<file path="config.mk">
export PLATFORM = sky130hd
export DESIGN_NAME = serial_and16
export DESIGN_NICKNAME = d
export VERILOG_FILES = /design/src/rtl/serial_and16.sv
export SDC_FILE = /design/constraint.sdc
export NUM_CORES = 1
export LEC_CHECK = 0
export BUFFER_PORTS_ARGS = -buffer_cell sky130_fd_sc_hd__buf_2
export CORE_MARGIN = 3
export CORE_UTILIZATION = 36
export CTS_CLUSTER_SIZE = 20
export DETAILED_ROUTE_END_ITERATION = 16
export GPL_TIMING_DRIVEN = 0
export SLEW_MARGIN = 10
export SYNTH_ARGS = -nofsm -noshare
export SYNTH_HDL_FRONTEND = slang
export SYNTH_SLANG_ARGS = --single-unit
</file>
<file path="constraint.sdc">
create_clock -name clk -period 4.2 [get_ports clk]
set_clock_uncertainty 0.1 [all_clocks]
set_input_delay 0.42 -clock clk [delete_from_list [all_inputs] [get_ports clk]]
set_output_delay 0.42 -clock clk [all_outputs]
set_load 0.02 [all_outputs]
</file>
<file path="src/rtl/serial_and16.sv">
// serial_and16: bit-serial a&b, one bit per clock LSB first; ports clk, reset, in_valid/in_ready/a/b in, out_valid/out_ready/out result, busy while shifting
module serial_and16 #(
  parameter int WIDTH = 16
) (
  input  logic             clk,
  input  logic             reset,
  input  logic             in_valid,
  output logic             in_ready,
  input  logic [WIDTH-1:0] a,
  input  logic [WIDTH-1:0] b,
  output logic             out_valid,
  input  logic             out_ready,
  output logic [WIDTH-1:0] out,
  output logic             busy
);
  localparam int CW = $clog2(WIDTH) + 1;
  localparam logic [1:0] IDLE = 2'd0, SHIFT = 2'd1, DONE = 2'd2;
  logic [1:0] r_state;
  logic [WIDTH-1:0] r_a, r_b, r_res, r_out;
  logic [CW-1:0] r_cnt;
  logic w_bit;
  logic [WIDTH-1:0] w_res_next;
  assign w_bit = r_a[0] & r_b[0];
  assign w_res_next = {w_bit, r_res[WIDTH-1:1]};
  assign in_ready = r_state == IDLE;
  assign busy = r_state == SHIFT;
  assign out_valid = r_state == DONE;
  assign out = r_out;
  always_ff @(posedge clk) begin
    if (reset) begin
      r_state <= IDLE;
      r_a <= '0;
      r_b <= '0;
      r_res <= '0;
      r_out <= '0;
      r_cnt <= '0;
    end else begin
      case (r_state)
        IDLE: if (in_valid) begin
          r_a <= a;
          r_b <= b;
          r_res <= '0;
          r_cnt <= '0;
          r_state <= SHIFT;
        end
        SHIFT: begin
          r_a <= r_a >> 1;
          r_b <= r_b >> 1;
          r_res <= w_res_next;
          if (r_cnt == CW'(WIDTH - 1)) begin
            r_out <= w_res_next;
            r_state <= DONE;
          end else r_cnt <= r_cnt + 1'b1;
        end
        DONE: if (out_ready) r_state <= IDLE;
        default: r_state <= IDLE;
      endcase
    end
  end
endmodule

</file>
==> impl_metrics.csv <==
group,metric,value,unit
outcome,status,"finished, final reports clean",
finish,area_delta_synth_final,20.1,%
global_route,grt_overflow,0,
synth,synthTopCellsByCount,"nand2_1, dfxtp_1, nor2_1",
global_route,antenna_found_initial,0,
cts,tritoncts,"yes",
setup_path,worst_setup_path_start_kind,"flip-flop",
finish,diodes,0,
drt,first_pass_iters,4,
floorplan,core_area,7930,sq um
cts,clk_pin_slew_worst_paths,0.07,ns
cts,cts.sinks,70,
drt,ant_nets,0,
placement,post-place-ws,2.23,ns
timing,relSlewSlack,53.1,%
synth,ys_seq_elements,70,
timing,tightest_slew,0.704,ns
synth,async_reset_ff_share,0,%
synth,synth_most_common_cell,"nand2_1",
timing,setup-tns-final,0,ns
synth,synth_top_area_share,46.3,%
setup_path,required,3.68,ns
setup_path,reg2reg_slack,2.22,ns
finish,drive_gt1_share,32.3,%
synth,syn-cell-area,3030,sq um
placement,dpl.hpwl,4.74,mm
global_route,grt_use_met1,18.8,%
timing,period_needed,2.22,ns
cts,hold_buffers,0,
drt,drt_iter0_markers,125,
cts,htree_num_levels,3,
floorplan,die_h,97.7,um
floorplan,initial_utilization,38.2,%
hold_path,hold_path.class,"primary input to flip-flop",
floorplan,pin_count,55,
global_route,grt.met3_usage,3.66,%
synth,synth_edf_count,0,
setup_path,worst_ep_arrival_time,1.70,ns
finish,fin_nets,445,
synth,yosysWarnings,0,
floorplan,dieArea,9540,sq um
timing,fin_ws,1.98,ns
floorplan,rows,32,
synth,syn_avg_cell_area,8.82,sq um
cts,clockBufferDepth,2,
global_route,busiest_layer,"met2",
timing,rsz0062_at_grt,"no",
setup_path,end_kind,"output port",
synth,syn_nets,381,
drt,num_vias,2538,
drt,viasPerCell,4.94,
global_route,grt_max_degree,12,
power,total_power,1.48,mW
cts,clk-insertion-delay-late,0.34,ns
global_route,grt_use_total,14.4,%
floorplan,die_w,97.7,um
placement,portBuffers,53,
finish,multi_input_area,1430,sq um
global_route,grt_first_pass_wirelength,11.4,mm
synth,synth_cell_types,34,
setup_path,path_class,"flip-flop to output port",
timing,fmax,0.450,GHz
global_route,grt_pass1_vias,2450,
synth,ys_seq_area_share,46.3,%
synth,synthCells,343,
setup_path,cp_max_fo,10,
power,leakage,1.45,nW
global_route,use_met2,23.0,%
finish,ff_latch_area,1400,sq um
cts,cts_buffers,9,
cts,post_cts_buffers,0,
timing,final-max-slew-violation-count,0,
timing,hold_viol,0,
drt,drc,0,
drt,drt-total-wl,6.72,mm
cts,cts_resized,0,
finish,fillers,811,
placement,place_congestion,0.778,
power,peakVddDrop,0.000139,V
synth,ys.flop_type,"dfxtp_1",
run,drv_cap,0,
timing,fin_crit_sh,52.9,%
drt,wl_per_cell,13.1,um
cts,cts.root.buffer_cell,"clkbuf_8",
power,powerDensity,407,nW/um^2
synth,synth.top_cells.by_area,"dfxtp_1, nand2_1, a311oi_2",
synth,yosysTopAreaCell,"dfxtp_1",
timing,finalSetupViolations,0,
==> critical path, stage by stage (launching register included) <==
cell	delay (ns)
dfxtp_1	0.53
nand2b_4	0.07
buf_6	0.15
clkinv_4	0.06
buf_6	0.13
buf_2	0.22
buf_2	0.20
==> stage by stage <==
| stage | cells | area, sq um | hold slack (ns) | util, % |
|---|---|---|---|---|
| floorplan | 343 | 3030 | 0.332 | - |
| global placement | 498 | 3420 | 0.344 | 43.1 |
| detailed placement | 498 | 3420 | 0.348 | 43.1 |
| CTS | 514 | 3630 | 0.232 | 45.8 |
| global route | 514 | 3630 | 0.238 | 45.8 |
| finish | 514 | 3630 | 0.245 | 45.8 |
==> registers in the layout (all words and copies together) (netlist names) <==
| signal | flops |
|---|---|
| out | 16 |
| r_a | 16 |
| r_res | 15 |
| r_cnt | 5 |
| r_state | 2 |
| r_b | 16 |
==> path summary, 6_finish.rpt <==
| kind | startpoint | end | cells after the start |
|---|---|---|---|
| worst min-delay path | a[12] | r_a[12] | 3 |
| worst max-delay path | r_state[0] | busy | 6 |
| worst min register to register | out[3] | out[3] | 2 |
| worst max register to register | r_cnt[0] | r_cnt[2] | 7 |
==> power by group <==
group	switching, mW	internal, mW	leakage [nW]
Sequential	0.0181	0.694	0.572
Combinational	0.101	0.0690	0.768
Clock	0.247	0.349	0.110
Total	0.365	1.11	1.45
==> routing by layer <==
| metal | up-vias | wire length, um |
|---|---|---|
| met1 | 1168 | 3150 |
| met2 | 54 | 3180 |
| met3 | 8 | 304 |
| li1 | 1308 | - |
| met5 | - | 0 |
| met4 | 0 | 94 |
==> cells by family after synthesis <==
| group | synth area share (%) |
|---|---|
| buf+inv | 6.49 |
| flops | 46.3 |
| simple gates | 23.3 |
| compound gates | 23.1 |
| fa+ha+maj | 0.827 |
==> layout make-up <==
class,instances,area share [%]
flip-flops and latches,70,38.6
plain buffers,29,5.06
clock buffers,12,3.99
repair buffers,53,7.30
multi-input cells,242,39.3
clock inverters,4,1.93
inverters,2,0.344
well taps,102,3.51
==> placed cells by master, fill, tap and decap left out, drive strengths merged, types with 2 or more instances in the layout <==
master,Yosys,layout
nand2,93,93
bufinv,0,2
clkinv,1,3
nor2,56,56
ha,2,2
a21oi,23,23
nor2b,4,4
nand2b,3,3
nand3,2,2
dfxtp,70,70
nor3,2,2
a22oi,15,15
clkbuf,9,21
a311oi,30,30
buf,20,73
a2bb2oi,2,2
Power figures use the tool's default switching activity.
